### config.mk
export PLATFORM = sky130hd
export DESIGN_NAME = scie_result_queue
export DESIGN_NICKNAME = d
export VERILOG_FILES = /design/src/rtl/scie_result_queue.sv
export SDC_FILE = /design/constraint.sdc
export NUM_CORES = 1
export LEC_CHECK = 0
export ABC_AREA = 1
export CORE_MARGIN = 2
export CORE_UTILIZATION = 59
export CTS_CLUSTER_SIZE = 25
export DETAILED_ROUTE_END_ITERATION = 10
export PLACE_DENSITY = 0.86
export SETUP_SLACK_MARGIN = 0.5
export SYNTH_ARGS = -nofsm -noshare
export SYNTH_HDL_FRONTEND = slang
export SYNTH_SLANG_ARGS = --single-unit
### constraint.sdc
create_clock -name clock -period 8.6 [get_ports clock]
set_input_delay 1.72 -clock clock [delete_from_list [all_inputs] [get_ports clock]]
set_output_delay 1.72 -clock clock [all_outputs]
set_load 0.005 [all_outputs]
### src/rtl/scie_result_queue.sv
// Result capture queue for the SCIE complex-arithmetic unit.
// Credit-gates result reads so a captured sample always has a FIFO slot.
module scie_result_queue #(
    parameter int         LATENCY     = 1,
    parameter int         DEPTH       = 4,
    parameter logic [6:0] READ_OPCODE = 7'h5B
) (
    input  logic        clock,
    input  logic        reset,
    input  logic        issue_valid,
    input  logic [31:0] issue_insn,
    output logic        issue_stall,
    output logic        scie_valid,
    input  logic [15:0] io_rd_real,
    input  logic [15:0] io_rd_imag,
    output logic        wb_valid,
    input  logic        wb_ready,
    output logic [4:0]  wb_rd,
    output logic [31:0] wb_data,
    output logic [4:0]  occupancy
);

    localparam int         PW      = (DEPTH > 1) ? $clog2(DEPTH) : 1;
    localparam logic [4:0] DEPTH_C = 5'(DEPTH);

    logic [LATENCY-1:0] tag_v;
    logic [4:0]         tag_rd [LATENCY];

    logic [31:0]   data_mem [DEPTH];
    logic [4:0]    rd_mem   [DEPTH];
    logic [PW-1:0] wr_ptr;
    logic [PW-1:0] rd_ptr;
    logic [4:0]    fifo_count;
    logic [4:0]    inflight_count;

    logic is_read;
    logic credit_ok;
    logic accept;
    logic capture;
    logic pop;

    // Credits come from registered counts only; a pop frees its slot next cycle.
    assign occupancy   = fifo_count + inflight_count;
    assign is_read     = issue_valid && (issue_insn[6:0] == READ_OPCODE);
    assign credit_ok   = occupancy < DEPTH_C;
    assign issue_stall = is_read && !credit_ok;
    assign scie_valid  = issue_valid && !issue_stall;
    assign accept      = is_read && !issue_stall;

    assign capture  = tag_v[LATENCY-1];
    assign wb_valid = (fifo_count != 5'd0);
    assign pop      = wb_valid && wb_ready;
    assign wb_data  = data_mem[rd_ptr];
    assign wb_rd    = rd_mem[rd_ptr];

    always_ff @(posedge clock or posedge reset) begin
        if (reset) begin
            tag_v <= '0;
            for (int i = 0; i < LATENCY; i++) begin
                tag_rd[i] <= '0;
            end
        end else begin
            tag_v[0]  <= accept;
            tag_rd[0] <= issue_insn[11:7];
            for (int i = 1; i < LATENCY; i++) begin
                tag_v[i]  <= tag_v[i-1];
                tag_rd[i] <= tag_rd[i-1];
            end
        end
    end

    always_ff @(posedge clock or posedge reset) begin
        if (reset) begin
            for (int i = 0; i < DEPTH; i++) begin
                data_mem[i] <= '0;
                rd_mem[i]   <= '0;
            end
            wr_ptr <= '0;
        end else if (capture) begin
            data_mem[wr_ptr] <= {io_rd_imag, io_rd_real};
            rd_mem[wr_ptr]   <= tag_rd[LATENCY-1];
            wr_ptr           <= wr_ptr + PW'(1);
        end
    end

    always_ff @(posedge clock or posedge reset) begin
        if (reset) begin
            rd_ptr <= '0;
        end else if (pop) begin
            rd_ptr <= rd_ptr + PW'(1);
        end
    end

    // Accept, capture and pop may coincide; each count nets them in one update.
    always_ff @(posedge clock or posedge reset) begin
        if (reset) begin
            fifo_count     <= '0;
            inflight_count <= '0;
        end else begin
            fifo_count     <= fifo_count + 5'(capture) - 5'(pop);
            inflight_count <= inflight_count + 5'(accept) - 5'(capture);
        end
    end

endmodule

==> metrics.txt <==
run status=finished clean; P per Cell Area=roughly 280 nW/um2; Hold Vio Cnt, Final=0; part of the cycle the worst path needs=between 50% and 60%; busiest grt layer=met2; Finish-stage setup viols=0; final estimated routing congestion in global placement=slightly below 0.8; DIE HEIGHT=about 120 um; post-synth cell types=25; share of cells above drive strength 1=roughly 5.5%; Synth warnings=0; FF+latch count, synth=~170; largest area contributor in the netlist=dfrtp_1; Fin Clk Skew=between 0.006 and 0.007 ns; slew margin rel.=between 20% and 30%; GR Layer Usage met3=around 4.5%; Mapped Nets=949; Cell Rows=between 40 and 50; Max Slew Vio Count=0; initial DRC count=~570; Crit. End Element=primary output; worst hold path class=flop to flop; CTS tree=yes; drt total wl=16800 um; initial antenna violation count=0; P_leak=~4.4 nW; Port Buffers=92; FFs w/ async S/R, synth=100.0%; crit start category=primary input; peak supply drop=~0.28 mV; Post-CTS Resized=0; Die W=about 120 um; clock slew at reported path FFs=about 0.060 ns; gr ovfl total=0; routed vias=~6200; DR pass1 iterations=5; pin slew with the least headroom to its limit=around 1.1 ns; number of top-level pins=113; R2R cell count=18; worst hold margin=0.4799 ns; first-pass GRT wire length=27880 um; total track usage=~25%; DRT antenna net count=0; Commonest cells post-synth=dfrtp_1 (168), nand2_1 (161), o21ai_1 (122); Avg WL per Cell=about 15 um; total negative slack=0 ns; Critical Path AT=roughly 3.2 ns; critical path type=primary input to primary output; clock buffer depth=2; # DRC=0; Pwr Total=approximately 2.5 mW; Core ar.=about 13000 um2; post-synthesis sequential area ratio=a little over half; vias in the first global route=between 5000 and 6000; min Tclk post-route=slightly below 5 ns; most frequent cell after synthesis=dfrtp_1; pin count of the biggest net entering global routing=~90; fin nets=between 1000 and 1500; H-tree levels=4; Clk Latency, worst-skew pair=~0.42 ns; Post-synth EDFFs=0; initial core utilization=between 60% and 70%; Synth Instances=between 800 and 900; RSZ-0062 raised after global routing=false; clock sinks=roughly 170; CTS root buffer=clkbuf_16; DP Wirelength=around 9700 um; Antenna diodes=0; CP max FO=2; drt via density=around 5.6; CTS buffer count=17; Mapped Area=~7700 um2; met1 Use GR=around 34%; Die ar.=roughly 14000 um2; Peak Freq=approximately 200 MHz; Worst Hold Depth=2; Synth top area share=~54%; Post CTS Setup Buffer Count=0; Avg Inst Size Synth=8.999 um2; commonest register cell after synthesis=dfrtp_1; Max Cap Viol=0; synth top area cells=dfrtp_1 (54%), o21ai_1 (7.9%), nand2_1 (7.8%); grt met2 use=39.67%; Critical Path RT=roughly 7 ns; hold buffer count at CTS=0; Syn-to-layout area delta=17.50%
## flip-flops by register name, summed over array words and instances, names as in the netlist
name / cells
wr_ptr: 2
tag_rd: 5
inflight_count: 5
fifo_count: 5
capture: 1
data_mem: 128
rd_mem: 20
rd_ptr: 2
## placed cells by master, fill, tap and decap left out, types with 17 or more instances in the layout
cell             count
clkdlybuf4s50_1     92
clkbuf_16           17
nand2_1            161
inv_1               73
o21ai_0            104
nor2_1              78
o21ai_1            122
o22ai_1             37
dfrtp_1            167
ha_1                19
## path summary, 6_finish.rpt
| kind | from | endpoint | slack (ns) |
|---|---|---|---|
| worst max-delay path | issue_valid | issue_stall | 3.65 |
| worst min-delay path | rd_mem[12] | rd_mem[12] | 0.48 |
| worst max register to register | fifo_count[0] | inflight_count[4] | 5.39 |
| worst min register to register | rd_mem[12] | rd_mem[12] | 0.48 |
| max in group asynchronous | reset | data_mem[21] | 5.25 |
| min in group asynchronous | reset | tag_rd[0] | 1.82 |
## critical path: stages
cell and delay, ns:
clkdlybuf4s50_1 0.47, nand2_1 0.05, nor3_1 0.22, inv_1 0.10, a31oi_1 0.14, clkdlybuf4s50_1 0.53
## cell families after synthesis
group                      synth area share (%)
xor gates and xnor gates                  1.246
AOI/OAI and AO/OA                         18.10
and+or+nand+nor                           12.95
DFF                                       54.39
adders and majority gates                 3.852
buffers and inverters                     9.469
## through the flow
stage,instances,utilization (%),cell area [um2],setup slack (ns)
2_1_floorplan,859,-,7730,2.333
3_3_place_gp,1075,66.70,8486,3.650
3_5_place_dp,1075,66.70,8486,3.629
4_1_cts,1106,71.39,9082,3.632
5_1_grt,1106,71.39,9082,3.515
6_report,1106,71.39,9082,3.649
## metal layers
| layer | vias up | wire length, um |
|---|---|---|
| met1 | 2998 | 7403 |
| met2 | 201 | 8161 |
| met3 | 19 | 1003 |
| met5 | - | 0 |
| met4 | 0 | 235 |
| li1 | 2949 | - |
## final cells by class
type / count / area, um2
well taps: 172 / 215.2
repair buffers: 100 / 980.9
inverters: 76 / 290.3
clock buffers: 25 / 535.5
multi-input cells: 559 / 2794
flip-flops and latches: 168 / 4205
clock inverters: 6 / 61.31
fillers: 964 / 3640
## power breakdown
group,internal (mW),switching [mW],leakage [nW]
Combinational,0.395,0.468,2.42
Clock,0.458,0.294,0.297
Sequential,0.846,0.0415,1.65
Total,1.70,0.804,4.36
No activity file was read; power rests on OpenSTA's default activity.
